### src/rtl/fifo_param_if.sv
// Push/pop handshake bundle for fifo_param: producer/consumer side is master,
// the FIFO itself is slave.
interface fifo_param_if #(
  parameter int DATA_W = 6
);
  logic              wr_en;
  logic [DATA_W-1:0] wr_data;
  logic              rd_en;
  logic [DATA_W-1:0] rd_data;
  logic              rd_valid;
  logic              pause;
  logic              can_pop;

  modport master (
    output wr_en, wr_data, rd_en,
    input  rd_data, rd_valid, pause, can_pop
  );

  modport slave (
    input  wr_en, wr_data, rd_en,
    output rd_data, rd_valid, pause, can_pop
  );
endinterface

### src/rtl/fifo_param.sv
// Parameterised synchronous FIFO with occupancy count, threshold flags,
// error pulses and a sticky error bit; registered or fall-through read.
module fifo_param #(
  parameter  int DATA_W = 6,
  parameter  int DEPTH  = 8,
  parameter  int FWFT   = 0,
  localparam int AW     = $clog2(DEPTH),
  localparam int CW     = AW + 1
) (
  input  logic          clk,
  input  logic          reset,
  fifo_param_if.slave   io,
  input  logic [CW-1:0] thr_af,
  input  logic [CW-1:0] thr_ae,
  input  logic          err_clr,
  output logic [CW-1:0] count,
  output logic          full,
  output logic          empty,
  output logic          almost_full,
  output logic          almost_empty,
  output logic          wr_err,
  output logic          rd_err,
  output logic          err_sticky
);

  localparam logic [CW-1:0] DEPTH_C = CW'(DEPTH);
  localparam logic [CW:0]   DEPTH_X = (CW+1)'(DEPTH);

  logic [DATA_W-1:0] mem [DEPTH];
  logic [AW-1:0]     wr_ptr;
  logic [AW-1:0]     rd_ptr;
  logic              push;
  logic              pop;
  logic [CW:0]       af_sum;

  assign full  = (count == DEPTH_C);
  assign empty = (count == '0);
  assign push  = io.wr_en && !full && !reset;
  assign pop   = io.rd_en && !empty && !reset;

  // Widened by one bit so a large margin cannot wrap the sum back below DEPTH.
  assign af_sum       = {1'b0, count} + {1'b0, thr_af};
  assign almost_full  = (af_sum >= DEPTH_X);
  assign almost_empty = (count <= thr_ae);
  assign io.pause     = almost_full | full;
  assign io.can_pop   = !empty;

  always_ff @(posedge clk) begin
    if (push) mem[wr_ptr] <= io.wr_data;
  end

  always_ff @(posedge clk) begin
    if (reset) begin
      wr_ptr     <= '0;
      rd_ptr     <= '0;
      count      <= '0;
      wr_err     <= 1'b0;
      rd_err     <= 1'b0;
      err_sticky <= 1'b0;
    end else begin
      if (push) wr_ptr <= wr_ptr + AW'(1);
      if (pop)  rd_ptr <= rd_ptr + AW'(1);
      if (push && !pop)      count <= count + CW'(1);
      else if (pop && !push) count <= count - CW'(1);
      wr_err <= io.wr_en && full;
      rd_err <= io.rd_en && empty;
      // A pulse visible this cycle outranks a clear request.
      if (wr_err || rd_err) err_sticky <= 1'b1;
      else if (err_clr)     err_sticky <= 1'b0;
    end
  end

  generate
    if (FWFT != 0) begin : g_fwft
      assign io.rd_data  = mem[rd_ptr];
      assign io.rd_valid = !empty;
    end else begin : g_reg
      logic [DATA_W-1:0] rd_q;
      logic              rv_q;

      always_ff @(posedge clk) begin
        if (reset) begin
          rd_q <= '0;
          rv_q <= 1'b0;
        end else begin
          rv_q <= pop;
          if (pop) rd_q <= mem[rd_ptr];
        end
      end

      assign io.rd_data  = rd_q;
      assign io.rd_valid = rv_q;
    end
  endgenerate

endmodule
### src/flat_wrapper.sv
// flat-port wrapper written by rule: the top's interface ports become plain ports
module fifo_param_flat 
#(
  parameter  int DATA_W = 6,
  parameter  int DEPTH  = 8,
  parameter  int FWFT   = 0,
  localparam int AW     = $clog2(DEPTH),
  localparam int CW     = AW + 1
)
  (clk, reset, thr_af, thr_ae, err_clr, count, full, empty, almost_full, almost_empty, wr_err, rd_err, err_sticky, io_wr_en, io_wr_data, io_rd_en, io_rd_data, io_rd_valid, io_pause, io_can_pop);
  fifo_param_if #(.DATA_W(DATA_W)) io_i ();
  input  logic clk;
  input  logic reset;
  input  logic [CW-1:0] thr_af;
  input  logic [CW-1:0] thr_ae;
  input  logic err_clr;
  output logic [CW-1:0] count;
  output logic full;
  output logic empty;
  output logic almost_full;
  output logic almost_empty;
  output logic wr_err;
  output logic rd_err;
  output logic err_sticky;
  input wire logic [$bits(io_i.wr_en)-1:0] io_wr_en;
  input wire logic [$bits(io_i.wr_data)-1:0] io_wr_data;
  input wire logic [$bits(io_i.rd_en)-1:0] io_rd_en;
  output wire logic [$bits(io_i.rd_data)-1:0] io_rd_data;
  output wire logic [$bits(io_i.rd_valid)-1:0] io_rd_valid;
  output wire logic [$bits(io_i.pause)-1:0] io_pause;
  output wire logic [$bits(io_i.can_pop)-1:0] io_can_pop;
  assign io_i.wr_en = io_wr_en;
  assign io_i.wr_data = io_wr_data;
  assign io_i.rd_en = io_rd_en;
  assign io_rd_data = io_i.rd_data;
  assign io_rd_valid = io_i.rd_valid;
  assign io_pause = io_i.pause;
  assign io_can_pop = io_i.can_pop;
  fifo_param #(.DATA_W(DATA_W), .DEPTH(DEPTH), .FWFT(FWFT)) u_core (.clk(clk), .reset(reset), .io(io_i), .thr_af(thr_af), .thr_ae(thr_ae), .err_clr(err_clr), .count(count), .full(full), .empty(empty), .almost_full(almost_full), .almost_empty(almost_empty), .wr_err(wr_err), .rd_err(rd_err), .err_sticky(err_sticky));
endmodule
### config.mk
export PLATFORM = sky130hd
export DESIGN_NAME = fifo_param_flat
export DESIGN_NICKNAME = d
export VERILOG_FILES = /design/src/rtl/fifo_param_if.sv /design/src/rtl/fifo_param.sv /design/src/flat_wrapper.sv
export SDC_FILE = /design/constraint.sdc
export NUM_CORES = 1
export LEC_CHECK = 0
export ABC_AREA = 1
export BUFFER_PORTS_ARGS = -buffer_cell sky130_fd_sc_hd__clkbuf_2
export CAP_MARGIN = 20
export CORE_UTILIZATION = 55
export CTS_BUF_LIST = sky130_fd_sc_hd__clkbuf_8
export DETAILED_ROUTE_END_ITERATION = 10
export PLACE_DENSITY = 0.76
export SYNTH_ARGS = -nofsm -noshare
export SYNTH_HDL_FRONTEND = slang
export SYNTH_SLANG_ARGS = --single-unit
### constraint.sdc
create_clock -name clk -period 2.7 [get_ports clk]
set_clock_uncertainty 0.15 [all_clocks]
set_input_delay 0.405 -clock clk [delete_from_list [all_inputs] [get_ports clk]]
set_output_delay 0.405 -clock clk [all_outputs]
set_load 0.01 [all_outputs]
# Word-level counts from Yosys, hierarchy flattened

Memory sizes are Yosys's and may differ from the RTL's. A register that Yosys moved wholly into a read port is not among the register bits.
Cells that the tools add are included.
Widths: inputs -> output; s select.

Reductions and logical operators: 17
Add/sub/neg operators: 5
Magnitude comparators: 2
Bitwise gates (word level): 1
Equal/unequal tests: 1
Muxes and demuxes: 6

Operators with widths:

| cell                | number |
|---|---|
| $logic_and 1x1->1   | 8 |
| $mux 4              | 2 |
| $add 3x1->3 const B | 2 |
| $add 4x4->5         | 1 |
| $ge 5x4->1 const B  | 1 |
| $logic_not 1->1     | 5 |
| $add 4x1->4 const B | 1 |
| $eq 4x4->1 const B  | 1 |
| $le 4x4->1          | 1 |
| $logic_not 4->1     | 1 |
| $mux 1              | 4 |
| $reduce_bool 2->1   | 2 |
| $sub 4x1->4 const B | 1 |
| $logic_or 1x1->1    | 1 |
| $or 1x1->1          | 1 |

Output and inout bits: 20
Register bits: 14
Memories kept: 1
Input bits: 19
Logic and storage cells: 40
Memory bits (writable): 48

Memory list:

| memory     | depth | bits a word | rd ports | clocked after memory_dff | wr ports | RTL line         | RTL |
|---|---|---|---|---|---|---|---|
| u_core.mem | 8     | 6           | 1        | 1                        | 1        | fifo_param.sv:29 | `logic [DATA_W-1:0] mem [DEPTH];` |

# Depth between registers and ports, before layout

Depth after elaboration: 8
Mapped depth: 14
Depth with buffers taken out: 14

# Least setup slack after synthesis

OpenSTA, ideal clock, no wires.

Path kind: flip-flop to flip-flop
From: reg u_core.count[0]
To: reg u_core.count[3]
Cell stages (with the launch flop): 14
Buffers on the path: 1
Slack: 403 ps
Required time: 2479 ps
Data arrival time: 2076 ps
Period minus slack after synthesis: 2297 ps
Setup time: 71 ps
Cells stage by stage: dfxtp_1 -> nor2_2 -> nand3_2 -> nand3_2 -> buf_6 -> ha_1 -> inv_1 -> ha_1 -> or2_2 -> nand2_1 -> nand3_1 -> nand2_1 -> nand2_1 -> a21oi_1

Word-level cells in the longest chain between the ends: 7
Elaborated cells between the ends (all ways): 17
Classes of those cells: add/sub (2); eq/ne (1); mux (2); reduce/logical (12)

RTL lines:

| item                                        | RTL line           | RTL |
|---|---|---|
| from (decl)                                 | fifo_param.sv:16   | `output logic [CW-1:0] count,` |
| from (signal assigned)                      | fifo_param.sv:63   | `if (push && !pop) count <= count + CW'(1);` |
| from (signal assigned)                      | fifo_param.sv:64   | `else if (pop && !push) count <= count - CW'(1);` |
| $logic_not 4->1 (*)                         | fifo_param.sv:37   | `assign empty = (count == '0);` |
| $logic_not 1->1 (*)                         | n/a                |  |
| named net io_can_pop                        | flat_wrapper.sv:31 | `output wire logic [$bits(io_i.can_pop)-1:0] io_can_pop;` |
| $logic_and 1x1->1 (*) (2 in series)         | fifo_param.sv:39   | `assign pop = io.rd_en && !empty && !reset;` |
| $logic_not 1->1                             | fifo_param.sv:63   |  |
| $logic_and 1x1->1                           | fifo_param.sv:63   |  |
| $mux 4 or $reduce_bool 2->1 (tied branches) | n/a                |  |

Mark *: on every way through the listed nets, which the timed path passes. The rest lies on a longest branch. The select of a mux whose other input is x is not followed.
A chain may end at the register's enable or synchronous reset.

# Final worst setup path

From: reg u_core.count[3]
To: reg u_core.count[3]

Word-level cells in the longest chain between the ends: 7
Elaborated cells between the ends (all ways): 17
Classes of those cells: add/sub (2); eq/ne (1); mux (2); reduce/logical (12)

RTL lines:

| item |
|---|
| parallel branches: the longest is 7 deep, another holds $sub 4x1->4 |

Parallel ways; which one is timed is not known. The select of a mux whose other input is x is not followed.

==> results.sh <==
export IMPL_status="completed"
export IMPL_grt_pass1_vias=2272
export IMPL_hp_class="in2reg"
export IMPL_synth_compound_area_share_pct=4.659
export IMPL_synth_xor_area_share_pct=0.5482
export IMPL_path_class="reg2reg"
export IMPL_synth_top_area_share_pct=45.11
export IMPL_final_max_slew_viol_count=0
export IMPL_fmaxAchievable_mhz=409.0
export IMPL_gp_congestion=0.8230
export IMPL_critPathRequiredTime_ns=2.82
export IMPL_path_clk_slew_ns=0.07
export IMPL_setup_violations=0
export IMPL_total_power_mw=2.566
export IMPL_grt_max_degree=27
export IMPL_cts_max_level=3
export IMPL_drt_total_wl_mm=6.068
export IMPL_crit_chain="inv_1, nand3_2, nand3_2, ha_1, inv_1, ha_1, or2_2, nand2_1, nand3_1, nand2_1, nand2_1, a21oi_1"
export IMPL_yosys_area_share_adder_pct=6.343
export IMPL_yosysWarnings=0
export IMPL_rsz0062_at_grt="false"
export IMPL_synth_cells=339
export IMPL_antenna_found_initial=0
export IMPL_synth_nets=373
export IMPL_critPathSlowestCell="dfxtp_1"
export IMPL_synth_area_per_cell_um2=9.426
export IMPL_worstPathArrival_ns=2.56
export IMPL_grt_pass1_wl_mm=10.05
export IMPL_clk_insertion_delay_late_ns=0.33
export IMPL_start_kind="flop"
export IMPL_synth_top_family_by_area="simple AND/OR/NAND/NOR gates"
export IMPL_synthMuxAreaShare_pct=0
export IMPL_ys_top_cells_by_count="nand2_1 (89), inv_1 (60), edfxtp_1 (48)"
export IMPL_cp_depth=12
export IMPL_cp_max_fo=11
export IMPL_postCtsResizedCells=0
export IMPL_cts_tree="yes"
export IMPL_maxCapViolations=0
export IMPL_power_density_nw_per_um2=706.7
export IMPL_rows=27
export IMPL_finalCritPeriodShare_pct=90.56
export IMPL_overflow=0
export IMPL_die_w_um=78.23
export IMPL_clockBufferDepth=2
export IMPL_critPathMostFrequentCell="nand2_1"
export IMPL_drive_above_1_share_pct=17.99
export IMPL_syn_area_um2=3196
export IMPL_first_pass_iters=4
export IMPL_drt_antenna_violating_nets=0
export IMPL_yosysMostFrequentCell="nand2_1"
export IMPL_vias=2280
export IMPL_route_detailed_drc=0
export IMPL_area_delta_synth_final_pct=13.63
export IMPL_synth_seq_cells=68
export IMPL_port_buffers=38
export IMPL_synth_cell_types=25
export IMPL_dpl_hpwl_mm=4.349
export IMPL_fp_dieH_um=78.23
export IMPL_max_stage_delay_ns=0.46
export IMPL_start_util_pct=57.68
export IMPL_antenna_cells=0
export IMPL_synth_top_area_cell="edfxtp_1"
export IMPL_vias_per_cell=4.946
export IMPL_ioPinCount=39
export IMPL_hold_violations=0
export IMPL_post_cts_buffers=0
export IMPL_grt_usage_pct=22.03
export IMPL_vdd_ir_drop_worst_mv=0.5197
export IMPL_synth_edff_count=48
export IMPL_synth_simple_gate_area_share_pct=21.30
export IMPL_path_delay_family="simple AND/OR/NAND/NOR gates"
export IMPL_hold_buffers=0
export IMPL_ys_flop_type="edfxtp_1"
export IMPL_cts_buffers=9
export IMPL_nets=418
export IMPL_async_flop_share_pct=0
export IMPL_endpoint_kind="flop"
export IMPL_cp_buffers_inverters=2
export IMPL_reg2reg_setup_slack_ns=0.25
export IMPL_yosysSeqAreaShare_pct=57.64
export IMPL_fin_crit_ns=2.445
export IMPL_routedWlPerCell_um=13.16
export IMPL_fp_dieArea_um2=6119
export IMPL_synth_area_leaders="edfxtp_1 (45%), dfxtp_1 (13%), nand2_1 (10%)"
export IMPL_drtIter0Drc=114
export IMPL_hold_path_depth=4
export IMPL_core_area_um2=5540
export IMPL_power_leakage_nw=1.681
export IMPL_slew_headroom_pct=59.39
export IMPL_worst_pin_slew_ns=0.6069
export IMPL_cts_sinks=68
export IMPL_cts_root_buf="clkbuf_8"
export IMPL_fin_tns_setup_ns=0
export IMPL_r2r_cells=12
==> cells in the final DEF, fill, tap and decap left out, types with 2 or more instances in the layout <==
master,count
buf_4,5
nand3_1,40
clkbuf_2,38
nand2_1,89
nand3_2,4
ha_1,13
o21ai_0,8
clkbuf_8,9
inv_2,3
inv_1,62
dfxtp_1,20
a21oi_1,18
edfxtp_1,48
o21ai_1,2
nor2_1,14
fa_1,2
xor2_1,2
clkinv_2,3
==> final cells by class <==
cell class | count | area [um^2]
well taps | 72 | 90.09
clock buffers | 9 | 123.9
clock inverters | 7 | 61.31
repair buffers | 43 | 227.7
multi-input cells | 199 | 1050
inverters | 63 | 236.5
flip-flops and latches | 68 | 1842
fillers | 432 | 1909
==> path summary, 6_finish.rpt <==
check | endpoint | start
setup / recovery | u_core.count[3] | u_core.count[3]
hold / removal | u_core.err_sticky | err_clr
setup reg to reg | u_core.count[3] | u_core.count[3]
hold reg to reg | u_core.err_sticky | u_core.err_sticky
==> routing by layer <==
metal | track usage [%] | vias up | share of wire, %
met4 | 13.15 | 0 | 3.7
met3 | 4.186 | 19 | 4.2
met1 | 25.27 | 1022 | 42
met5 | 0 | - | 0
li1 | - | 1177 | -
met2 | 38.16 | 62 | 51
==> power by group <==
group,internal (mW),switching (mW),total [mW]
Sequential,1.17,0.0341,1.20
Combinational,0.215,0.374,0.589
Clock,0.416,0.358,0.775
Total,1.80,0.766,2.57
==> stage by stage <==
step           cell area, um^2  hold slack (ns)  utilization (%)  setup slack, ns  cells
6_report                  3631           0.1637            65.54           0.2548    461
5_1_grt                   3631           0.1703            65.54          0.03635    461
4_1_cts                   3631           0.1560            65.54           0.2487    461
3_5_place_dp              3446           0.3073            62.20           0.2740    445
3_3_place_gp              3446           0.2987            62.20           0.3512    445
2_1_floorplan             3196           0.3327                -           0.4029    339
==> logic make-up (layout without fill, tap and decap cells) <==
family | after synthesis | in the layout
and+or+nand+nor | 153 | 153
buffers and inverters | 72 | 122
DFF | 68 | 68
AOI/OAI and AO/OA | 29 | 29
adders and majority gates | 15 | 15
xor gates and xnor gates | 2 | 2
==> registers in the layout, summed over array words and instances (netlist names) <==
register / cells
u_core.mem: 48
u_core.io.rd_data: 6
u_core.count: 4
u_core.rd_ptr: 3
u_core.wr_ptr: 3
u_core.err_sticky: 1
u_core.io.rd_valid: 1
u_core.rd_err: 1
u_core.wr_err: 1
==> worst reg2reg max path: stages, from the launching register on <==
cell and delay, ns:
dfxtp_1 0.46, inv_1 0.11, nand3_2 0.12, nand3_2 0.20
ha_1 0.28, inv_1 0.14, ha_1 0.27, or2_2 0.29
nand2_1 0.08, nand3_1 0.06, nand2_1 0.06, nand2_1 0.04
a21oi_1 0.10
Power figures use the tool's default switching activity.
